`src/rtl/imu_pkg.sv`:
```
// Shared definitions for the IMU axis sequencer: axis codes, FSM state encoding,
// default sample width and the next-enabled-axis helper.
package imu_pkg;

   localparam int unsigned WIDTH_DEF = 16;

   localparam logic [1:0] AXIS_X = 2'd0;
   localparam logic [1:0] AXIS_Y = 2'd1;
   localparam logic [1:0] AXIS_Z = 2'd2;

   typedef enum logic [1:0] {
      ST_IDLE   = 2'd0,
      ST_SEND_X = 2'd1,
      ST_SEND_Y = 2'd2,
      ST_SEND_Z = 2'd3
   } state_e;

   // Lowest enabled axis at or above index 'from' (state code n+1 serves axis n), else IDLE.
   function automatic state_e first_from(input logic [2:0] mask, input logic [1:0] from);
      state_e s;
      s = ST_IDLE;
      if ((from <= 2'd2) && mask[2]) s = ST_SEND_Z;
      if ((from <= 2'd1) && mask[1]) s = ST_SEND_Y;
      if ((from == 2'd0) && mask[0]) s = ST_SEND_X;
      return s;
   endfunction

endpackage

```
`src/rtl/sample_tick_gen.sv`:
```
// Free-running sample divider: one-cycle tick every SAMPLE_DIV clocks while enabled,
// counter parked at zero while disabled.
module sample_tick_gen #(
   parameter int unsigned SAMPLE_DIV = 1000
) (
   input  logic clk,
   input  logic rst_n,
   input  logic i_en,
   output logic o_tick_c
);

   localparam int unsigned   CW   = (SAMPLE_DIV > 1) ? $clog2(SAMPLE_DIV) : 1;
   localparam logic [CW-1:0] LAST = CW'(SAMPLE_DIV - 1);

   logic [CW-1:0] r_cnt;

   always_ff @(posedge clk or negedge rst_n) begin
      if (!rst_n)                      r_cnt <= '0;
      else if (!i_en || r_cnt == LAST) r_cnt <= '0;
      else                             r_cnt <= r_cnt + CW'(1);
   end

   assign o_tick_c = i_en && (r_cnt == LAST);

endmodule

```
`src/rtl/imu_axis_sequencer.sv`:
```
// Time-shares one downstream channel between the X/Y/Z IMU axes: snapshots a coherent
// frame on each sample tick and streams the enabled axes out over valid/ready.
module imu_axis_sequencer
   import imu_pkg::*;
#(
   parameter int unsigned WIDTH      = WIDTH_DEF,
   parameter int unsigned SAMPLE_DIV = 1000,
   parameter int unsigned OVR_W      = 8
) (
   input  logic                    clk,
   input  logic                    rst_n,
   input  logic                    en,
   input  logic [2:0]              axis_mask,
   input  logic signed [WIDTH-1:0] ax,
   input  logic signed [WIDTH-1:0] ay,
   input  logic signed [WIDTH-1:0] az,
   output logic signed [WIDTH-1:0] out_data,
   output logic [1:0]              out_axis,
   output logic                    out_last,
   output logic                    out_valid,
   input  logic                    out_ready,
   output logic                    frame_done,
   output logic                    busy,
   output logic [OVR_W-1:0]        overrun_cnt
);

   localparam logic [OVR_W-1:0] OVR_MAX = '1;

   state_e           r_state, w_state_nxt;
   logic [WIDTH-1:0] r_snap_x, r_snap_y, r_snap_z;
   logic [WIDTH-1:0] w_snap_x_nxt, w_snap_y_nxt, w_snap_z_nxt;
   logic [2:0]       r_mask, w_mask_nxt;
   logic [OVR_W-1:0] r_ovr, w_ovr_nxt;
   logic [WIDTH-1:0] r_out_data, w_data_nxt;
   logic [1:0]       r_out_axis, w_axis_nxt;
   logic             r_out_last, w_last_nxt;
   logic             r_out_valid, r_frame_done, r_busy;
   logic             w_hs, w_done_nxt, w_tick;

   sample_tick_gen #(.SAMPLE_DIV(SAMPLE_DIV)) u_tick (
      .clk      (clk),
      .rst_n    (rst_n),
      .i_en     (en),
      .o_tick_c (w_tick)
   );

   always_ff @(posedge clk or negedge rst_n) begin
      if (!rst_n) begin
         r_state      <= ST_IDLE;
         r_snap_x     <= '0;
         r_snap_y     <= '0;
         r_snap_z     <= '0;
         r_mask       <= '0;
         r_ovr        <= '0;
         r_out_data   <= '0;
         r_out_axis   <= '0;
         r_out_last   <= 1'b0;
         r_out_valid  <= 1'b0;
         r_frame_done <= 1'b0;
         r_busy       <= 1'b0;
      end else begin
         r_state      <= w_state_nxt;
         r_snap_x     <= w_snap_x_nxt;
         r_snap_y     <= w_snap_y_nxt;
         r_snap_z     <= w_snap_z_nxt;
         r_mask       <= w_mask_nxt;
         r_ovr        <= w_ovr_nxt;
         r_out_data   <= w_data_nxt;
         r_out_axis   <= w_axis_nxt;
         r_out_last   <= w_last_nxt;
         r_out_valid  <= (w_state_nxt != ST_IDLE);
         r_frame_done <= w_done_nxt;
         r_busy       <= (w_state_nxt != ST_IDLE);
      end
   end

   always_comb begin
      w_state_nxt  = r_state;
      w_snap_x_nxt = r_snap_x;
      w_snap_y_nxt = r_snap_y;
      w_snap_z_nxt = r_snap_z;
      w_mask_nxt   = r_mask;
      w_ovr_nxt    = r_ovr;
      w_data_nxt   = '0;
      w_axis_nxt   = AXIS_X;
      w_last_nxt   = 1'b0;

      w_hs       = r_out_valid && out_ready;
      w_done_nxt = w_hs && r_out_last;

      if (w_hs) w_state_nxt = first_from(r_mask, 2'(r_state));

      // A tick landing on the closing handshake starts the next frame with no idle gap.
      if (w_tick) begin
         if ((r_state == ST_IDLE) || w_done_nxt) begin
            if (axis_mask != 3'b000) begin
               w_snap_x_nxt = ax;
               w_snap_y_nxt = ay;
               w_snap_z_nxt = az;
               w_mask_nxt   = axis_mask;
               w_state_nxt  = first_from(axis_mask, 2'd0);
            end
         end else if (r_ovr != OVR_MAX) begin
            w_ovr_nxt = r_ovr + OVR_W'(1);
         end
      end

      case (w_state_nxt)
         ST_SEND_X: begin w_data_nxt = w_snap_x_nxt; w_axis_nxt = AXIS_X; end
         ST_SEND_Y: begin w_data_nxt = w_snap_y_nxt; w_axis_nxt = AXIS_Y; end
         ST_SEND_Z: begin w_data_nxt = w_snap_z_nxt; w_axis_nxt = AXIS_Z; end
         default:   begin w_data_nxt = '0;           w_axis_nxt = AXIS_X; end
      endcase
      w_last_nxt = (w_state_nxt != ST_IDLE) &&
                   (first_from(w_mask_nxt, 2'(w_state_nxt)) == ST_IDLE);
   end

   assign out_data    = r_out_data;
   assign out_axis    = r_out_axis;
   assign out_last    = r_out_last;
   assign out_valid   = r_out_valid;
   assign frame_done  = r_frame_done;
   assign busy        = r_busy;
   assign overrun_cnt = r_ovr;

endmodule

```
`config.mk`:
```
export PLATFORM = sky130hd
export DESIGN_NAME = imu_axis_sequencer
export DESIGN_NICKNAME = d
export VERILOG_FILES = /design/src/rtl/imu_pkg.sv /design/src/rtl/sample_tick_gen.sv /design/src/rtl/imu_axis_sequencer.sv
export SDC_FILE = /design/constraint.sdc
export NUM_CORES = 1
export LEC_CHECK = 0
export ABC_AREA = 1
export CAP_MARGIN = 20
export CORE_MARGIN = 8
export CORE_UTILIZATION = 34
export CTS_BUF_LIST = sky130_fd_sc_hd__clkbuf_4 sky130_fd_sc_hd__clkbuf_8
export DETAILED_ROUTE_END_ITERATION = 10
export GPL_ROUTABILITY_DRIVEN = 0
export HOLD_SLACK_MARGIN = 0.15
export PLACE_DENSITY_LB_ADDON = 0.15
export SLEW_MARGIN = 20
export SYNTH_ARGS = -nofsm -noshare
export SYNTH_HDL_FRONTEND = slang
export SYNTH_HIERARCHICAL = 1
export SYNTH_SLANG_ARGS = --single-unit
```
`constraint.sdc`:
```
create_clock -name clk -period 2.15 [get_ports clk]
set_input_delay 0.645 -clock clk [delete_from_list [all_inputs] [get_ports clk]]
set_output_delay 0.645 -clock clk [all_outputs]
set_load 0.02 [all_outputs]
```
# --- Word level (Yosys, flattened, before mapping) ---
# Cells that the tools add are included.
totals:
  ff_bits: 92
  input_bits: 55
  output_inout_bits: 30
  elab_cells: 71
classes:
  n_addsub: 2
  order_cmp: 4
  n_eq_ne: 5
  n_mux: 28
  n_bitwise: 1
  reduce_logical: 19
ops:
  columns: ["operator", "count"]
  rows:
  - ["2-to-1 mux 16 bit", 9]
  - ["case mux 16 bit (3 select lines)", 1]
  - ["2-to-1 mux 2 bit", 13]
  - ["adder 10 x 1 -> 10 bit (second input constant)", 1]
  - ["== test 10 bit (second input constant)", 1]
  - ["logical AND 1 bit", 10]
  - ["2-to-1 mux 10 bit", 1]
  - ["2-to-1 mux 3 bit", 3]
  - ["adder 8 x 1 -> 8 bit (second input constant)", 1]
  - ["!= test 8 bit (second input constant)", 1]
  - ["zero test 2 bit", 3]
  - ["== test 2 bit (second input constant)", 2]
  - ["<= comparator 2 x 1 -> 1 bit (second input constant)", 2]
  - ["<= comparator 2 bit (second input constant)", 2]
  - ["case mux 2 bit (2 select lines)", 1]
  - ["AND reduction 3 bit", 1]
  - ["nonzero test 3 bit", 1]
  - ["== test 2 x 1 -> 1 bit (second input constant)", 1]
  - ["logical OR 1 bit", 2]
  - ["nonzero test 2 bit", 1]
  - ["zero test 1 bit", 1]
  - ["NOT 1 bit", 1]

# --- Depth between registers and ports, before layout ---
logic_depth:
  ltp_word: 16
  mapped_depth: 13
  depth_no_buf: 12

# --- Modules after synthesis ---
# The synthesis kept the hierarchy.
modules_own_cells:
  columns: ["mod", "n_inst", "cells_per_inst", "area_per_inst_um2", "seq_area_each_um2"]
  rows:
  - ["imu_axis_sequencer", 1, 397, 3560.9, 2052.0]
  - ["sample_tick_gen", 1, 69, 538.0, 250.2]

# --- Worst setup path after synthesis ---
# No wires, ideal clock.
synth_path:
  path_type: "flip-flop to flip-flop"
  from: "register u_tick.r_cnt[0]"
  to: "register r_out_data[14] (netlist: out_data[14])"
  setup_time_ns: 0.068
  arrival_ns: 1.962
  required_time_ns: 2.082
  setup_slack_ns: 0.119
  stages_incl_launch_ff: 13
  path_buffers: 1
  period_less_slack_ns: 2.031
  cell_sequence: "dfrtp_1 > ha_1 > nand2_1 > clkinv_2 > nand4_1 > nor2_1 > nand3_2 > nand3_2 > nand3_4 > nor2_4 > buf_6 > nand2_1 > nand3_1"
synth_via:
  elab_chain_len: 5
  word_cells_on_any_way: 10
  classes_between: "eq/ne: 4; mux: 5; reduce/logical: 1"
synth_rtl:
  columns: ["element", "line_no", "text"]
  rows:
  - ["start: declaration", "sample_tick_gen.sv:15", "logic [CW-1:0] r_cnt;"]
  - ["start signal: assignment", "sample_tick_gen.sv:20", "else r_cnt <= r_cnt + CW'(1);"]
  - ["== test 10 bit (*)", "sample_tick_gen.sv:23", "assign o_tick_c = i_en && (r_cnt == LAST);"]
  - ["logical AND 1 bit (*)", "sample_tick_gen.sv:23", null]
  - ["via w_tick", "imu_axis_sequencer.sv:38", "logic w_hs, w_done_nxt, w_tick;"]
  - ["2-to-1 mux 2 bit", "imu_axis_sequencer.sv:94", "if (w_tick) begin"]
  - ["== test 2 bit or == test 2 x 1 -> 1 bit (tied branches)", "imu_axis_sequencer.sv:108", "case (w_state_nxt)"]
  - ["case mux 16 bit (3 select lines) (*)", "imu_axis_sequencer.sv:108", null]
  - ["via w_data_nxt[14]", "imu_axis_sequencer.sv:34", "logic [WIDTH-1:0] r_out_data, w_data_nxt;"]
  - ["end signal: assignment", "imu_axis_sequencer.sv:68", "r_out_data <= w_data_nxt;"]
  - ["end: declaration", "imu_axis_sequencer.sv:34", null]
# The timed path passes the listed nets; every way through them passes the cells marked *.
# A chain may end at the register's enable or synchronous reset.

# --- Worst setup path after layout ---
layout_path:
  from: "register r_ovr[4] (netlist: overrun_cnt[4])"
  to: "output overrun_cnt[4]"
layout_lines:
  columns: ["element", "line_no", "text"]
  rows:
  - ["start: declaration", "imu_axis_sequencer.sv:33", "logic [OVR_W-1:0] r_ovr, w_ovr_nxt;"]
  - ["start signal: assignment", "imu_axis_sequencer.sv:67", "r_ovr <= w_ovr_nxt;"]
  - ["end: declaration", "imu_axis_sequencer.sv:24", "output logic [OVR_W-1:0] overrun_cnt"]
# No word-level cell between the ends.

==> results.cfg <==
[outcome]
outcome = finished clean

[clock_network]
clock_sinks = 92
cts_made_buffers = 9
clock_path_buffers = 2
insertion_delay_ps = 360
root_buffer = clkbuf_8
htreeDepth = 3
cts_tree = built
path_clk_slew_ps = 90

[final_layout]
post-route-util_pct = 47.0
drive_gt1_share_pct = 13.5
area_delta_synth_final_pct = 36.5
finalNetCount = 631
n_antenna_cell = 0

[route]
wl_um = 11300
drt_iter0_drc = 209
wire_per_inst_um = 15.6
first_pass_iters = 4
drt-vias-per-instance = 4.83
ant_nets = 0
drc = 0
via_count = 3499

[yosys]
yosysTopAreaCellShare_pct = 56.2
synth_top_flop_cell = dfrtp_1
yosysSeqAreaShare_pct = 56.2
netlist_instances = 466
synth_fp_nets = 523
synth.ff_latch_count = 92
synth.distinct_cells = 26
avgSynthCellArea_um2 = 8.80
synth_top_cells_by_area = dfrtp_1 (56%), nand2_1 (14%), nand3_1 (13%), inv_1 (1.7%), nor2_1 (1.6%)
synth_area_um2 = 4100
synth_largest_area_cell = dfrtp_1
yosysWarnings = 6
synth-edff-count = 0
synth-async-reset-ratio_pct = 100

[critical_path]
slowest_stage = clkdlybuf4s50_1
cpLargestDelayFamily = buffers and inverters
ff2ff_setup_slack_ps = 100
crit_cells = 1
cp_data_required_time_ps = 1500
crit_buf_inv = 1
worstSetupStartpointType = register
rr_startpoint = u_tick/r_cnt[0]
critPathCapture = overrun_cnt[4]
path_cells = clkdlybuf4s50_1
cp_max_fo = 5
setup.worst_path.start = overrun_cnt[4]
end_kind = output port
cp.arrival_ps = 1440
ff2ff_path_depth = 14
critPathKind = reg2out
cpPeakStageDelay_ps = 650
reg2reg_to = out_data[10]

[timing]
slew_headroom_pct = 68.1
setup_viol = 0
max_freq_mhz = 479
final_hold_viol_count = 0
finalClockSkew_ps = 14.4
final.min_clock_period_ps = 2090
post-route-period-util_pct = 97.1
holdWs_ps = 233
rsz0062_at_grt = true
worst_slew_pin_slew_ps = 478
slew_viol_final = 0

[pwr]
p_leak_uw = 0.00277
finalPower_uw = 4970
peakVddDrop_v = 0.000355
power_density_nw_per_um2 = 888

[die]
die_x_um = 126
die_area_um2 = 15800
fp.dieH_um = 126
initial_core_util_pct = 34.4
num_io_pins = 85
fp-row-count = 40
coreArea_um2 = 11900

[grt]
grt_pass1_wl_um = 18800
grt-ovfl-total = 0
grt_max_degree = 37
grt_pass1_vias = 3829
track_usage_pct = 14.7
antenna_found_initial = 0

[hold_path]
min-delay-path-class = in2async

[place]
port_buffers = 84
place_hpwl_um = 8340

[run]
cap_violations = 0
==> logic make-up after synthesis <==
family          after synthesis  share of synthesized area [%]
simple gates                311                           34.7
buf+inv                      47                           5.52
xor+xnor                      9                           1.92
flops                        92                           56.2
compound gates                5                           1.04
fa+ha+maj                     2                          0.610
==> metrics by stage <==
stage | instance area (µm²) | instances | worst slack, ps | TNS (ps)
4_1_cts | 5570 | 724 | 28.6 | 0
3_5_place_dp | 5370 | 709 | -299 | -8250
5_1_grt | 5600 | 725 | -20.8 | -68.7
2_1_floorplan | 4100 | 466 | 119 | 0
6_report | 5600 | 725 | 62.6 | 0
3_3_place_gp | 5370 | 709 | -314 | -7900
==> repair_timing <==
item,4_1_cts,5_1_grt
setup endpoints to repair,0,21
resized for setup,0,4
setup buffers,0,1
hold buffers,0,0
==> registers in the layout (all words and copies together), names as in the netlist <==
| name | flops |
|---|---|
| frame_done | 1 |
| overrun_cnt | 8 |
| r_mask | 3 |
| out_last | 1 |
| r_snap_x | 16 |
| r_snap_y | 16 |
| r_snap_z | 16 |
| out_data | 16 |
| busy | 1 |
| u_tick/r_cnt | 10 |
| out_axis | 2 |
| r_state | 2 |
==> per-layer routing <==
metal,GRT usage [%],vias up,part of all wire [%]
met5,0,-,0
met4,2.83,0,0.87
met3,4.30,7,4.8
met2,26.2,84,51
met1,17.2,1692,43
li1,-,1716,-
==> how the worst min path moves through the flow <==
stage               from         endpoint  slack [ps]  cells past startpoint
2_1_floorplan      rst_n             busy         350                      0
3_3_place_gp   r_mask[0]        r_mask[0]         470                      2
3_5_place_dp   r_mask[0]        r_mask[0]         460                      2
4_1_cts            rst_n  u_tick/r_cnt[5]         240                      1
5_1_grt            rst_n  u_tick/r_cnt[5]         250                      1
6_report           rst_n  u_tick/r_cnt[5]         230                      1
==> where the power goes <==
group | total [µW] | leakage [µW] | internal, µW | switching [µW]
combinational | 1700 | 0.00148 | 766 | 933
clock | 1180 | 0.0000910 | 567 | 617
sequential | 2080 | 0.00119 | 1970 | 117
total | 4970 | 0.00277 | 3300 | 1670
==> area by class of cell <==
class | instances | area, µm²
clock inverter | 5 | 61.3
fill | 1167 | 6320
timing repair buffer | 120 | 1240
clock buffer | 10 | 138
sequential | 92 | 2300
inverter | 24 | 91.3
tap | 147 | 184
multi-input combinational | 327 | 1580
==> cell usage in the layout (no fill, tap or decap), types with 4 or more instances in the layout <==
master	synthesis	final
nand2_1	158	158
nand3_1	110	110
dfrtp_1	92	92
clkdlybuf4s50_1	0	83
buf_4	5	25
inv_1	19	19
nor2_1	17	16
clkbuf_8	0	10
buf_12	0	10
xor2_1	6	6
nand4_1	5	5
inv_2	4	4
nand2_2	5	4
nand3_2	4	4
nor2_4	4	4
nor2_2	3	4
==> cell usage after synthesis, drive strengths merged (2+ instances only) <==
| cell type | instances |
|---|---|
| nand2 | 165 |
| nand3 | 115 |
| dfrtp | 92 |
| nor2 | 24 |
| inv | 23 |
| buf | 19 |
| xor2 | 6 |
| nand4 | 5 |
| clkbuf | 4 |
| xnor2 | 3 |
| ha | 2 |
| nor3 | 2 |
| o21ai | 2 |
Power figures use the tool's default switching activity.
